`src/rtl/bcd_seg_pkg.sv`:
```
// rtl/bcd_seg_pkg.sv - segment codes, segment typedef and BCD decode function
package bcd_seg_pkg;

    typedef logic [6:0] bcd_seg_t;

    // active-low {a,b,c,d,e,f,g}
    localparam bcd_seg_t SEG_0    = 7'b0000001;
    localparam bcd_seg_t SEG_1    = 7'b1001111;
    localparam bcd_seg_t SEG_2    = 7'b0010010;
    localparam bcd_seg_t SEG_3    = 7'b0000110;
    localparam bcd_seg_t SEG_4    = 7'b1001100;
    localparam bcd_seg_t SEG_5    = 7'b0100100;
    localparam bcd_seg_t SEG_6    = 7'b0100000;
    localparam bcd_seg_t SEG_7    = 7'b0001111;
    localparam bcd_seg_t SEG_8    = 7'b0000000;
    localparam bcd_seg_t SEG_9    = 7'b0000100;
    localparam bcd_seg_t SEG_DASH = 7'b1111110;
    localparam bcd_seg_t SEG_OFF  = 7'b1111111;

    function automatic bcd_seg_t bcd_to_seg_f(input logic [3:0] digit);
        bcd_seg_t seg;
        case (digit)
            4'd0:    seg = SEG_0;
            4'd1:    seg = SEG_1;
            4'd2:    seg = SEG_2;
            4'd3:    seg = SEG_3;
            4'd4:    seg = SEG_4;
            4'd5:    seg = SEG_5;
            4'd6:    seg = SEG_6;
            4'd7:    seg = SEG_7;
            4'd8:    seg = SEG_8;
            4'd9:    seg = SEG_9;
            default: seg = SEG_DASH;
        endcase
        return seg;
    endfunction

endpackage

```
`src/rtl/bcd_seg_scan_driver_bcd_to_seg.sv`:
```
// rtl/bcd_seg_scan_driver_bcd_to_seg.sv - combinational BCD digit to active-low 7-segment decoder
module bcd_to_seg
    import bcd_seg_pkg::*;
(
    input  logic [3:0] digit,
    output bcd_seg_t   seg
);

    assign seg = bcd_to_seg_f(digit);

endmodule

```
`src/rtl/bcd_seg_scan_driver.sv`:
```
// rtl/bcd_seg_scan_driver.sv - sync/debounce of async BCD bus and multiplexed 7-segment scan driver
// Optional leading-zero blanking is enabled with macro LEADING_ZERO_BLANK_EN.
module bcd_seg_scan_driver
    import bcd_seg_pkg::*;
#(
    parameter int NUM_DIGITS    = 4,
    parameter int SCAN_DIV      = 1000,
    parameter int STABLE_CYCLES = 3
) (
    input  logic                    clk1,
    input  logic                    r,
    input  logic [4*NUM_DIGITS-1:0] bcd_in,
    output logic [6:0]              seg_n,
    output logic [NUM_DIGITS-1:0]   an_n,
    output logic                    err
);

    localparam int W  = 4 * NUM_DIGITS;
    localparam int PW = $clog2(SCAN_DIV);
    localparam int IW = (NUM_DIGITS > 1) ? $clog2(NUM_DIGITS) : 1;
    localparam int CW = $clog2(STABLE_CYCLES + 1);

    logic [W-1:0]  s1, s2, prev, disp;
    logic [CW-1:0] stab_cnt;
    logic [PW-1:0] presc;
    logic [IW-1:0] idx;
    logic          first_slot;

    logic          commit;
    logic          s2_invalid;
    logic          terminal;
    logic          blank_slot;
    logic          digit_off;
    logic [3:0]    cur_digit;
    bcd_seg_t      dec_seg;

    assign terminal   = (presc == PW'(SCAN_DIV - 1));
    // The very first slot after reset is not blanked so a digit appears on the first edge.
    assign blank_slot = (presc == '0) && !first_slot;
    assign commit     = (s2 == prev) && (stab_cnt == CW'(STABLE_CYCLES - 1));

    always_comb begin
        s2_invalid = 1'b0;
        cur_digit  = '0;
        for (int i = 0; i < NUM_DIGITS; i++) begin
            if (s2[4*i +: 4] > 4'd9) s2_invalid = 1'b1;
            if (IW'(i) == idx) cur_digit = disp[4*i +: 4];
        end
    end

`ifdef LEADING_ZERO_BLANK_EN
    logic [NUM_DIGITS-1:0] lead_zero;

    // lead_zero[i]: digit i and every digit above it are zero
    always_comb begin
        logic zero_run;
        zero_run  = 1'b1;
        lead_zero = '0;
        for (int i = NUM_DIGITS - 1; i >= 0; i--) begin
            zero_run     = zero_run && (disp[4*i +: 4] == 4'd0);
            lead_zero[i] = zero_run;
        end
        digit_off = 1'b0;
        for (int i = 1; i < NUM_DIGITS; i++) begin
            if (IW'(i) == idx) digit_off = lead_zero[i];
        end
    end
`else
    assign digit_off = 1'b0;
`endif

    bcd_to_seg u_dec (
        .digit (cur_digit),
        .seg   (dec_seg)
    );

    always_ff @(posedge clk1 or negedge r) begin
        if (!r) begin
            s1       <= '0;
            s2       <= '0;
            prev     <= '0;
            stab_cnt <= '0;
            disp     <= '0;
            err      <= 1'b0;
        end else begin
            s1   <= bcd_in;
            s2   <= s1;
            prev <= s2;
            if (s2 == prev) begin
                if (stab_cnt != CW'(STABLE_CYCLES - 1)) stab_cnt <= stab_cnt + 1'b1;
            end else begin
                stab_cnt <= '0;
            end
            if (commit) begin
                disp <= s2;
                if (s2_invalid) err <= 1'b1;
            end
        end
    end

    always_ff @(posedge clk1 or negedge r) begin
        if (!r) begin
            presc      <= '0;
            idx        <= '0;
            first_slot <= 1'b1;
        end else if (terminal) begin
            presc      <= '0;
            first_slot <= 1'b0;
            idx        <= (idx == IW'(NUM_DIGITS - 1)) ? '0 : idx + 1'b1;
        end else begin
            presc <= presc + 1'b1;
        end
    end

    always_ff @(posedge clk1 or negedge r) begin
        if (!r) begin
            seg_n <= SEG_OFF;
            an_n  <= '1;
        end else begin
            seg_n <= digit_off ? SEG_OFF : dec_seg;
            an_n  <= blank_slot ? '1 : ~(NUM_DIGITS'(1) << idx);
        end
    end

endmodule

```
`config.mk`:
```
export PLATFORM = sky130hd
export DESIGN_NAME = bcd_seg_scan_driver
export DESIGN_NICKNAME = d
export VERILOG_FILES = /design/src/rtl/bcd_seg_pkg.sv /design/src/rtl/bcd_seg_scan_driver_bcd_to_seg.sv /design/src/rtl/bcd_seg_scan_driver.sv
export SDC_FILE = /design/constraint.sdc
export NUM_CORES = 1
export LEC_CHECK = 0
export BUFFER_PORTS_ARGS = -buffer_cell sky130_fd_sc_hd__buf_2
export CAP_MARGIN = 40
export CORE_UTILIZATION = 45
export DETAILED_ROUTE_END_ITERATION = 16
export PLACE_DENSITY = 0.68
export SKIP_LAST_GASP = 1
export SLEW_MARGIN = 20
export SYNTH_ARGS = -nofsm -noshare
export SYNTH_HDL_FRONTEND = slang
export SYNTH_SLANG_ARGS = --single-unit
export TNS_END_PERCENT = 50
```
`constraint.sdc`:
```
create_clock -name clk1 -period 2.1 [get_ports clk1]
set_clock_uncertainty 0.15 [all_clocks]
set_input_delay 0.42 -clock clk1 [delete_from_list [all_inputs] [get_ports clk1]]
set_output_delay 0.42 -clock clk1 [all_outputs]
set_load 0.02 [all_outputs]
```
== Yosys cells after proc, flatten, opt, wreduce, memory -nomap -nowiden ==
Memories as Yosys holds them, arrays and structs flattened. A register that Yosys moved wholly into a read port is not among the register bits.
Index checks and enable logic that the tools add are counted.
W data, S select, Z words.
Word-level totals
  flip-flop bits (word level): 84
  bits in read-only memories: 112
  bits of input ports: 18
  output and inout port bits: 12
  logic and storage cells: 49
  memories: 1
Operators by class
  add/subtract/negate cells: 3
  order comparisons: 4
  equal/unequal tests: 9
  shifts and indexed selects: 1
  multiplexer cells: 13
  bitwise gates (word level): 1
  reduce and logical (&&, ||, !) cells: 7
Memories
  (name not given): depth 16, width 7, rd ports 1, clocked after Yosys merged registers in 1, write ports 0, line bcd_seg_pkg.sv:22  | case (digit)
Operator list (number)
  $mux W4: 5
  $eq A16 B16 Y1: 1
  $gt A4 B4 Y1 const B: 4
  $add A10 B1 Y10 const B: 1
  $eq A10 B10 Y1 const B: 1
  $logic_not A10 Y1: 1
  $mux W10: 1
  $mux W2: 3
  $add A2 B1 Y2 const B: 2
  $eq A2 B2 Y1 const A: 2
  $eq A2 B2 Y1 const B: 2
  $mux W1: 4
  $not A4 Y4: 1
  $shl A1 B2 Y4 const A: 1
  $eq A1 B2 Y1 const A: 1
  $logic_and A1 B1 Y1: 2
  $logic_not A1 Y1: 2
  $logic_not A2 Y1: 1
  $ne A2 B1 Y1 const B: 1
  $ne A2 B2 Y1 const B: 1
  $reduce_and A2 Y1: 1

== Logic depth before layout (Yosys ltp) ==
  depth in word-level cells: 6
  gate-level depth with buffers: 10
  depth with buffers taken out: 9

== By module ==
Synthesis repeated with hierarchy kept, for this count alone.
Unflattened totals
  cells, all modules: 256
  area total of the unflattened synthesis: 3489.6 sq um
Modules (own cells, without submodules)
  bcd_seg_scan_driver: instances 1, cells an instance 225, area an instance 3259.4 sq um, seq. area each 2292.2 sq um
  bcd_to_seg: instances 1, cells an instance 31, area an instance 230.2 sq um, seq. area each 0.0 sq um

== Worst setup path after synthesis ==
OpenSTA, ideal clock, no wires.
  path kind: reg-to-reg
  start point: register idx[0]
  end point: register seg_n[1]
  setup time: 0.075 ns
  arrival time: 1.890 ns
  required time: 1.875 ns
  slack: -0.015 ns
  cell stages (with the launch flop): 10
  path buffers: 2
  clock period less this slack: 2.115 ns
  cell sequence: dfrtp_1 > inv_1 > ha_1 > clkbuf_1 > a21oi_1 > o21ai_0 > a22o_1 > clkbuf_1 > mux2_2 > a2bb2oi_1
On the way
  longest elaborated chain between the ends: 5
  elaborated cells between the ends (all ways): 8
  classes of those cells: eq/ne (3); mux (4); reduce/logical (1)
Ends and longest elaborated chain
  from (decl): line bcd_seg_scan_driver.sv:26  | logic [IW-1:0] idx;
  from (signal assigned): line bcd_seg_scan_driver.sv:109  | idx <= (idx == IW'(NUM_DIGITS - 1)) ? '0 : idx + 1'b1;
  $logic_not A2 Y1: line bcd_seg_scan_driver.sv:47  | if (IW'(i) == idx) cur_digit = disp[4*i +: 4];
  $mux W4 (3 in a row): line bcd_seg_scan_driver.sv:47
  $mux W4 (*): line bcd_seg_scan_driver.sv:47
  to (decl): line bcd_seg_scan_driver.sv:13  | output logic [6:0] seg_n,
Every way passes the cells marked *; elsewhere a longest branch is shown, timed or not.
A chain may end at the register's enable or synchronous reset.

== Worst setup path in the final report ==
  start point: register s2[8]
  end point: register disp[8]
On the way
  longest elaborated chain between the ends: 2
Ends and longest elaborated chain
  from (decl): line bcd_seg_scan_driver.sv:23  | logic [W-1:0] s1, s2, prev, disp;
  from (signal assigned): line bcd_seg_scan_driver.sv:80  | s2 <= '0;
  from (signal assigned): line bcd_seg_scan_driver.sv:87  | s2 <= s1;
  $eq A16 B16 Y1: line bcd_seg_scan_driver.sv:40  | assign commit = (s2 == prev) && (stab_cnt == CW'(STABLE_CYCLES - 1));
  $logic_and A1 B1 Y1: line bcd_seg_scan_driver.sv:40
  to (signal assigned): line bcd_seg_scan_driver.sv:83  | disp <= '0;
  to (signal assigned): line bcd_seg_scan_driver.sv:95  | disp <= s2;
  to (decl): line bcd_seg_scan_driver.sv:23
Several ways; a longest one is shown, not always the timed one.

==> metrics.txt <==
worst hold slack 203 ps; CP Data Required Time 2190 ps; die area 8030 sq um; syn avg cell area 13.7 sq um; final-stage net count 364; router iterations before antenna repair 4; Critical R2R Launch s2[8]; CTS sink cnt 91; Routed Antenna Nets 0; Syn-to-layout area delta 27.3%; Post-Layout Cell Count 438; NetSw 0.719 mW; EDFF count, synth 0; FF-to-FF path depth 7; clk_lat worst skew 350 ps; post-synthesis sequential area ratio 0.664; Place WS -127 ps; share of cells above drive strength 1 0.372; max_slew headroom 0.721; CTS tree yes; Max Fanout on Critical Path 9; Root Buffer clkbuf_8; Logic pwr share 0.044; arrival time worst endpoint 2160 ps; Hold Vio Cnt, Final 0; # diodes 0; CP Capture Type register; r2r setup slk 30 ps; first-pass GRT wire length 9380 um; IO Port Bufs 29; Switching Share 0.234; Yosys cell types 32; H-Tree Depth 3; critical path class reg2reg; timing endpoint of the critical path disp[8]; Clock Power Share 0.364; Yosys reg bits 91; RSZ-0062 raised after global routing yes; num ports 30; CP startpoint kind register; All-Layer GR Usage 0.159; std cell rows 31; cts bufs inserted 9; status finished, final reports clean; largest net degree at the start of global routing 45; cell area after layout 4400 sq um; Worst-Margin Slew 416 ps; leakage power 2.07 nW; Post-synth ARST share 1.00; DP HPWL 3730 um; Max Root-Sink Buffers 2; chip height 89.6 um; global route total overflow 0; GP Congestion 0.801; # Max-Cap Violations 0; Max Slew Vio Count 0; Int Pwr 2.36 mW; Synth Flop Type dfrtp_1; Power per Cell Area 700 nW/um^2; worst hold path class reg2reg; Synth Instances 252; CP startpoint s2[8]; Flop pwr share 0.592; placed cells 397; clk slew on worst S/H paths 90 ps; Via density 4.74; worst setup margin 32.9 ps; initial DRC count 92; Max Freq 484 MHz; Syn Nets 282; final WL 5750 um; Ys Warns 0; average wire per standard cell 13.1 um; final setup vio count 0; Peak supply drop 0.000639 V; CORE AREA 7330 sq um; antenna violations before repair 0; via count 2,076; Mapped Area 3450 sq um; vias in the first global route 2,112; Die W 89.6 um; reg-to-reg endpoint disp[8]; Initial Utilization 0.471; placed cell areas 3880 sq um; DR DRC count 0; minimum clock period after layout 2070 ps; fin crit share 0.984
-- cells in the final DEF, fill, tap and decap left out, types with 2 or more instances in the layout --
master	synthesis	final
ha_4	0	3
buf_12	1	2
a2bb2oi_1	3	3
dlygate4sd3_1	0	17
dfstp_2	12	12
ha_1	12	7
nand4_1	2	2
nand2_1	13	12
buf_2	0	28
nor4_1	5	4
inv_1	14	11
mux2_4	9	9
xnor2_1	3	3
dfrtp_1	79	78
inv_6	0	2
a22o_1	2	2
nand3_1	7	7
clkbuf_8	0	10
nor2_1	15	15
xor2_1	21	21
inv_8	0	2
nor2b_1	2	2
o21ai_0	11	9
mux2i_1	2	2
mux2_2	9	9
a21oi_2	0	3
ha_2	0	2
nor3_1	2	2
a22oi_2	1	2
a21oi_1	12	9
inv_2	0	2
buf_4	0	29
-- repair_timing --
| action | 4_1_cts | 5_1_grt |
|---|---|---|
| pin swaps | 2 | 5 |
| gates cloned | 0 | 1 |
| buffers inserted | 1 | 6 |
| hold endpoints to repair | 36 | 0 |
| hold buffers | 17 | 0 |
| endpoints found under the setup margin | 23 | 23 |
| resized for setup | 5 | 18 |
-- area by class of cell --
class / instances / area, sq um
Fill cell: 565 / 2930
Sequential cell: 91 / 2290
Multi-Input combinational cell: 140 / 1130
Timing Repair Buffer: 78 / 598
Clock buffer: 10 / 138
Tap cell: 99 / 124
Clock inverter: 6 / 56.3
Inverter: 14 / 55.1
-- through the flow --
step	TNS [ps]	total power [mW]	utilization
finish	0	3.08	0.600
floorplan	0	1.88	-
detailed placement	-1170	1.97	0.529
global placement	-239	1.96	0.529
global route	-957	3.22	0.600
CTS	0	3.13	0.582
-- routing by layer --
| metal | share of wire | GRT usage | up-vias |
|---|---|---|---|
| met4 | 0.018 | 0.0462 | 0 |
| met1 | 0.47 | 0.194 | 1016 |
| met5 | 0 | 0 | - |
| li1 | - | - | 1011 |
| met3 | 0.035 | 0.0594 | 10 |
| met2 | 0.48 | 0.267 | 39 |
-- kinds of logic after synthesis --
logic type | after synthesis | synth area share
flops | 91 | 0.664
simple gates | 51 | 0.0703
compound gates | 33 | 0.0580
xor+xnor | 24 | 0.0608
buf+inv | 21 | 0.0297
mux | 20 | 0.0742
fa+ha+maj | 12 | 0.0435
-- worst min-delay path by stage --
stage / cells after the start / to / start
final: 0 / s2[1] / s1[1]
after global routing: 0 / s2[2] / s1[2]
after CTS: 0 / s2[6] / s1[6]
after detailed placement: 0 / s2[11] / s1[11]
after global placement: 0 / s2[0] / s1[0]
after floorplan: 0 / disp[0] / r
-- power groups by stage --
| stage | sequential (mW) | clock [mW] | combinational [mW] |
|---|---|---|---|
| after floorplan | 1.85 | 0 | 0.0237 |
| after global placement | 1.85 | 0 | 0.111 |
| after detailed placement | 1.86 | 0 | 0.112 |
| after CTS | 1.82 | 1.17 | 0.139 |
| after global routing | 1.83 | 1.24 | 0.153 |
| final | 1.82 | 1.12 | 0.135 |
-- cell usage after synthesis (2+ instances only) --
master	n	area, sq um
nor2b_1	2	12.5
nor4_1	5	31.3
ha_1	12	150
xor2_1	21	184
dfstp_2	12	315
a22o_1	2	17.5
mux2_2	9	101
a2bb2oi_1	3	26.3
mux2i_1	2	20.0
nor2_1	15	56.3
nand3_1	7	35.0
a22oi_1	2	15.0
xnor2_1	3	26.3
nand4_1	2	12.5
o21ai_0	11	55.1
mux2_4	9	135
a21oi_1	12	60.1
inv_1	14	52.6
nand2_1	13	48.8
dfrtp_1	79	1980
clkbuf_1	5	18.8
nor3_1	2	10.0
-- sequential cells by signal, summed over array words and instances (netlist names) --
| name | count |
|---|---|
| an_n | 4 |
| prev | 16 |
| stab_cnt | 2 |
| err | 1 |
| presc | 10 |
| s1 | 16 |
| disp | 16 |
| s2 | 16 |
| seg_n | 7 |
| idx | 2 |
| first_slot | 1 |
-- worst max-delay path: stages, from the launching register on --
cell and delay, ps:
dfrtp_1 400, xor2_1 150, nor4_1 270, buf_4 160
nand4_1 100, or2_4 290, buf_12 150, mux2_4 290
No activity file was read; power rests on OpenSTA's default activity.
